`src/rtl/datapath_sequencer_if.sv`:
```
// Handshake and strobe bundle between a controller and datapath_sequencer.
// Optional: SEQ_ABORT_EN adds the abort request line.
interface datapath_sequencer_if #(
  parameter int CNT_W = 4
);
  logic             start;
  logic [CNT_W-1:0] iter;
  logic             busy;
  logic             done;
  logic             RAin;
  logic             RBin;
  logic             RZin;
  logic             RAout;
  logic             RBout;
  logic             RZout;
`ifdef SEQ_ABORT_EN
  logic             abort;
`endif

  // Controller side: issues requests, observes strobes
  modport master (
`ifdef SEQ_ABORT_EN
    output abort,
`endif
    output start, iter,
    input  busy, done, RAin, RBin, RZin, RAout, RBout, RZout
  );

  // Sequencer side: accepts requests, drives strobes
  modport slave (
`ifdef SEQ_ABORT_EN
    input  abort,
`endif
    input  start, iter,
    output busy, done, RAin, RBin, RZin, RAout, RBout, RZout
  );
endinterface

```
`src/rtl/datapath_sequencer.sv`:
```
// Moore control FSM for the 8-bit RA/RB/RZ tutorial datapath.
// Runs: RA <- imm; RB <- RA; then iter x (RZ <- A + RB; RB <- RZ).
// Optional: define SEQ_ABORT_EN to add an abort input that returns to IDLE.
module datapath_sequencer #(
  parameter int CNT_W = 4
) (
  input  logic                 clock,
  input  logic                 clear,
  datapath_sequencer_if.slave  sif
);

  typedef enum logic [2:0] {
    S_IDLE, S_LOADA, S_XFER, S_ADD, S_WB, S_DONE
  } state_t;

  state_t           state_q, state_d;
  logic [CNT_W-1:0] cnt_q, cnt_d;
  logic [CNT_W-1:0] cnt_dec;
  logic             abort_w;

`ifdef SEQ_ABORT_EN
  assign abort_w = sif.abort;
`else
  assign abort_w = 1'b0;
`endif

  // Only evaluated in WB, where cnt_q is guaranteed nonzero, so no wrap
  assign cnt_dec = cnt_q - CNT_W'(1);

  // State and iteration counter registers
  always_ff @(posedge clock or negedge clear) begin
    if (!clear) begin
      state_q <= S_IDLE;
      cnt_q   <= '0;
    end else begin
      state_q <= state_d;
      cnt_q   <= cnt_d;
    end
  end

  // Next-state and counter update; abort overrides every other transition
  always_comb begin
    state_d = state_q;
    cnt_d   = cnt_q;
    case (state_q)
      S_IDLE: begin
        if (sif.start && !abort_w) begin
          state_d = S_LOADA;
          cnt_d   = sif.iter;
        end
      end
      S_LOADA: state_d = S_XFER;
      S_XFER:  state_d = (cnt_q != '0) ? S_ADD : S_DONE;
      S_ADD:   state_d = S_WB;
      S_WB: begin
        cnt_d   = cnt_dec;
        state_d = (cnt_dec != '0) ? S_ADD : S_DONE;
      end
      S_DONE:  state_d = S_IDLE;
      default: state_d = S_IDLE;
    endcase
    if (abort_w && state_q != S_IDLE) begin
      state_d = S_IDLE;
      cnt_d   = '0;
    end
  end

  // Moore output decode: strobes depend on state only, one bus driver max
  always_comb begin
    sif.busy  = (state_q != S_IDLE);
    sif.done  = 1'b0;
    sif.RAin  = 1'b0;
    sif.RBin  = 1'b0;
    sif.RZin  = 1'b0;
    sif.RAout = 1'b0;
    sif.RBout = 1'b0;
    sif.RZout = 1'b0;
    case (state_q)
      S_LOADA: sif.RAin = 1'b1;
      S_XFER: begin
        sif.RAout = 1'b1;
        sif.RBin  = 1'b1;
      end
      S_ADD: begin
        sif.RBout = 1'b1;
        sif.RZin  = 1'b1;
      end
      S_WB: begin
        sif.RZout = 1'b1;
        sif.RBin  = 1'b1;
      end
      S_DONE:  sif.done = 1'b1;
      default: ;
    endcase
  end

endmodule
```
`src/flat_wrapper.sv`:
```
// flat-port wrapper written by rule: the top's interface ports become plain ports
module datapath_sequencer_flat 
#(
  parameter int CNT_W = 4
)
  (clock, clear, sif_start, sif_iter, sif_busy, sif_done, sif_RAin, sif_RBin, sif_RZin, sif_RAout, sif_RBout, sif_RZout);
  datapath_sequencer_if #(.CNT_W(CNT_W)) sif_i ();
  input  logic clock;
  input  logic clear;
  input wire logic [$bits(sif_i.start)-1:0] sif_start;
  input wire logic [$bits(sif_i.iter)-1:0] sif_iter;
  output wire logic [$bits(sif_i.busy)-1:0] sif_busy;
  output wire logic [$bits(sif_i.done)-1:0] sif_done;
  output wire logic [$bits(sif_i.RAin)-1:0] sif_RAin;
  output wire logic [$bits(sif_i.RBin)-1:0] sif_RBin;
  output wire logic [$bits(sif_i.RZin)-1:0] sif_RZin;
  output wire logic [$bits(sif_i.RAout)-1:0] sif_RAout;
  output wire logic [$bits(sif_i.RBout)-1:0] sif_RBout;
  output wire logic [$bits(sif_i.RZout)-1:0] sif_RZout;
  assign sif_i.start = sif_start;
  assign sif_i.iter = sif_iter;
  assign sif_busy = sif_i.busy;
  assign sif_done = sif_i.done;
  assign sif_RAin = sif_i.RAin;
  assign sif_RBin = sif_i.RBin;
  assign sif_RZin = sif_i.RZin;
  assign sif_RAout = sif_i.RAout;
  assign sif_RBout = sif_i.RBout;
  assign sif_RZout = sif_i.RZout;
  datapath_sequencer #(.CNT_W(CNT_W)) u_core (.clock(clock), .clear(clear), .sif(sif_i));
endmodule
```
`config.mk`:
```
export PLATFORM = sky130hd
export DESIGN_NAME = datapath_sequencer_flat
export DESIGN_NICKNAME = d
export VERILOG_FILES = /design/src/rtl/datapath_sequencer_if.sv /design/src/rtl/datapath_sequencer.sv /design/src/flat_wrapper.sv
export SDC_FILE = /design/constraint.sdc
export NUM_CORES = 1
export LEC_CHECK = 0
export CAP_MARGIN = 10
export CORE_AREA = 8 8 45 47
export DETAILED_ROUTE_END_ITERATION = 6
export DIE_AREA = 0 0 53 55
export MAX_ROUTING_LAYER = met4
export PLACE_DENSITY = 0.8
export SLEW_MARGIN = 20
export SYNTH_ARGS = -nofsm -noshare
export SYNTH_HDL_FRONTEND = slang
export SYNTH_SLANG_ARGS = --single-unit
```
`constraint.sdc`:
```
create_clock -name clock -period 4.4 [get_ports clock]
set_input_delay 0.44 -clock clock [delete_from_list [all_inputs] [get_ports clock]]
set_output_delay 0.44 -clock clock [all_outputs]
set_load 0.005 [all_outputs]
```
==> impl_summary.md <==
Run status
The flow ran to the end, and the final reports show no timing, DRC or antenna violations.

Yosys
The most common cell in the synthesized netlist is sky130_fd_sc_hd__dfrtp_1. The netlist area before placement is approximately 530 um2. The most used flip-flop cell after synthesis is sky130_fd_sc_hd__dfrtp_1.

The library cell occupying the most area in the post-synthesis netlist is sky130_fd_sc_hd__dfrtp_1. The share of the yosys chip area belonging to registers is 0.333. By count the netlist is led by sky130_fd_sc_hd__dfrtp_1 (7), sky130_fd_sc_hd__a21oi_1 (6), sky130_fd_sc_hd__nor2_1 (5), sky130_fd_sc_hd__o21ai_0 (5). The share of synthesized flip-flops with an asynchronous set or reset is 1.00.

By area the synthesized netlist is led by sky130_fd_sc_hd__dfrtp_1 (33%), sky130_fd_sc_hd__ha_1 (7.1%), sky130_fd_sc_hd__a21oi_1 (5.7%), sky130_fd_sc_hd__o21ai_0 (4.8%), sky130_fd_sc_hd__buf_6 (4.3%). Of the post-synthesis cell area, the dominant cell type holds 0.333. Counting every instance in the synthesized netlist gives 58. Synthesis produced a netlist with a net count of 68.

Counting flops and latches in the post-synthesis netlist gives 7. The average footprint of a synthesized cell is a little over 9 um2. The distinct cell type count after synthesis is 28. The total number of yosys warnings is 0. The number of enable flip-flop cells after synthesis is 0.

Timing
The clock tree skew after final layout is around 0.0014 ns. In this run the tightest slew margin relative to its limit is 0.716. Setup violations remaining at the end of the flow were counted as 0.

Derived from the worst setup path, the maximum achievable clock frequency is 438 MHz. The share of the clock period used by the worst path is 0.519. At the pin with the least slew margin, the transition time is 0.422 ns. The worst hold slack is 0.456 ns.

The final number of hold-violating endpoints was 0. Setup repair after global routing left no endpoint under its margin. The final-layout setup total negative slack is 0 ns. The worst path setup slack after routing is 2.12 ns. Counting I/O delays and the setup requirement, the final critical path takes 2.28 ns.

The count of final max-slew check failures is 0.

Finish
Of the cells placed in the final design, the portion with a size suffix greater than 1 is 0.127. The final standard cell area without fillers is slightly below 700 um2. The post-synthesis to final-layout area growth is 28.3%. The repair_antennas step left the layout with diodes totalling 0. The net count of the finished layout is 82.

Worst hold path
The min-delay analysis places its worst path in the category in -> async.

Power and ir drop
Summed over all cells, the static leakage comes to 0.287 nW. Dividing total power by cell area gives a power density of 630 nW/um2. The worst-case IR drop observed on VDD is 202 uV.

Critical path
The start point of the critical path is u_core.state_q[2]$_DFFE_PN0P_. The worst register-to-register path ends at u_core.cnt_q[3]$_DFFE_PN0P_. STA classifies the critical path startpoint as a flip-flop. The largest fanout on the critical path is 12. The required time of the critical path is slightly below 4 ns. The kind of end point of the critical path is an output port. The startpoint of the worst-slack reg-to-reg timing path is u_core.state_q[2]$_DFFE_PN0P_.

Setup slack on the worst reg-to-reg path comes out at 2.86 ns. STA puts the critical path data arrival time at 1.84 ns. For the worst flop-to-flop path, the logic depth is 4. The type of the worst setup path is reg -> out.

Routing
For this run, design rule violations remaining after detail routing come to 0. Wires add up to 1100 um. The via count of the routed design is approximately 440. The post-detailed-route wirelength per cell is 12.6 um.

The number of detailed-route iterations in the first pass is 4. After the first detailed-routing iteration, the DRC count stood at 8. The residual antenna-violating net count after detailed routing is 0. Using the TritonRoute via totals, the vias-per-cell ratio works out to 5.03.

Floorplanning
In this run the vertical extent of the chip is ~55 um. The placeable core region is 1380 um2. During I/O placement, the number of pins put on the boundary was 15. In this run the core area contains 14 standard-cell rows. The die covers 2920 um2. The die boundary width is approximately 53 um. The initial utilization of the core area, before any placement, comes to 0.380.

Clocking
Buffers inserted to repair hold after CTS numbered 0. The clock transition at the register clock pins on the worst setup and hold paths after CTS is 0.05 ns. At the later pin of the worst-skew pair, clock insertion delay measures 0.24 ns. The root buffer selected by CTS is sky130_fd_sc_hd__clkbuf_4. The clock tree from TritonCTS is done. The number of buffers on the longest clock path is 2.

The count of buffers added by post-CTS timing repair for setup is 0. For this design, the sink count on the clock tree is 7. The maximum level of the CTS H-tree is 1. The clock buffer count from CTS is 3. The number of gates resized after CTS was 0.

Placement
Before CTS, the worst setup slack after placement is 2.38 ns. The half-perimeter wire length after detailed placement is 939 um. The placed instances occupy a cell area of 648 um2.

Buffers placed on the I/O ports in this run total 14. The placer congestion estimate is 0.741.

Global routing
Entering global routing, the biggest net connects 13 pins. The total routing usage reported by global routing is 0.0883. The final global-route overflow total is 0.

The initial antenna violation count is 0. The first-pass GRT wire length is 1760 um. The via count of the first global-routing pass was 410.

Flow run
The number of max-cap violations is 0.
## placed cells by master, fill, tap and decap left out
cell / synthesis / routed
sky130_fd_sc_hd__clkbuf_4: 0 / 3
sky130_fd_sc_hd__clkdlybuf4s50_1: 0 / 14
sky130_fd_sc_hd__clkbuf_1: 2 / 1
sky130_fd_sc_hd__o22ai_1: 1 / 1
sky130_fd_sc_hd__or2_2: 1 / 1
sky130_fd_sc_hd__or2b_1: 1 / 1
sky130_fd_sc_hd__and3b_2: 2 / 2
sky130_fd_sc_hd__or3b_4: 1 / 1
sky130_fd_sc_hd__nor2b_1: 2 / 2
sky130_fd_sc_hd__inv_1: 3 / 3
sky130_fd_sc_hd__o41ai_1: 1 / 1
sky130_fd_sc_hd__o21a_1: 1 / 1
sky130_fd_sc_hd__o2bb2ai_1: 2 / 2
sky130_fd_sc_hd__dfrtp_1: 7 / 7
sky130_fd_sc_hd__or3_2: 1 / 1
sky130_fd_sc_hd__nor3b_2: 1 / 1
sky130_fd_sc_hd__nand2_1: 1 / 1
sky130_fd_sc_hd__ha_1: 3 / 3
sky130_fd_sc_hd__o21ai_0: 5 / 5
sky130_fd_sc_hd__and4b_1: 1 / 1
sky130_fd_sc_hd__nor4_1: 1 / 1
sky130_fd_sc_hd__nor3_1: 1 / 1
sky130_fd_sc_hd__nor3b_1: 2 / 2
sky130_fd_sc_hd__nor2_1: 5 / 5
sky130_fd_sc_hd__a211o_1: 1 / 1
sky130_fd_sc_hd__a21oi_1: 6 / 6
sky130_fd_sc_hd__xor2_1: 1 / 1
sky130_fd_sc_hd__a211oi_1: 2 / 2
## per-stage QoR
step	total power [mW]	util	std cells
2_1_floorplan	0.290	-	58
3_3_place_gp	0.366	0.468	83
3_5_place_dp	0.372	0.468	83
4_1_cts	0.430	0.487	87
5_1_grt	0.464	0.487	87
6_report	0.425	0.487	87
## final cells by class
cell class | count | area, um2
clock buffer | 4 | 26.3
inverter | 3 | 11.3
timing repair buffer | 14 | 140
multi-input combinational | 43 | 302
sequential | 7 | 175
tap | 16 | 20.0
fill | 141 | 709
## flip-flops by register name (all words and copies together) (netlist names)
signal          count
u_core.state_q      3
u_core.cnt_q        4
## cells by family after synthesis
family / synth area share
buffers and inverters: 0.0929
and+or+nand+nor: 0.260
xor gates and xnor gates: 0.0167
DFF: 0.333
adders and majority gates: 0.0714
AOI/OAI and AO/OA: 0.226
## power breakdown
group	switching [mW]	total, mW	leakage [nW]	internal [mW]
Clock	0.0204	0.0548	0.0150	0.0344
Sequential	0.0503	0.145	0.0856	0.0947
Combinational	0.0960	0.225	0.187	0.129
## worst max-delay path, stage by stage, from the launching register on
cell	delay [ns]
sky130_fd_sc_hd__dfrtp_1	0.50
sky130_fd_sc_hd__or3b_4	0.49
sky130_fd_sc_hd__o21ai_0	0.09
sky130_fd_sc_hd__clkdlybuf4s50_1	0.52
## how the worst max path moves through the flow
stage               end  slack (ns)  cells past startpoint
5_1_grt        sif_RBin        2.02                      3
6_report       sif_RBin        2.12                      3
3_5_place_dp   sif_RBin        2.38                      3
2_1_floorplan  sif_RBin        2.87                      4
4_1_cts        sif_RBin        2.10                      3
3_3_place_gp   sif_RBin        2.40                      3
## metal layers
layer | global-route usage | vias up | wire [um]
li1 | - | 234 | -
met1 | 0.0847 | 191 | 489
met2 | 0.137 | 11 | 499
met3 | 0.0348 | 2 | 95
met4 | 0.0776 | 0 | 11
met5 | - | - | 0
(Power assumes the default switching activity.)
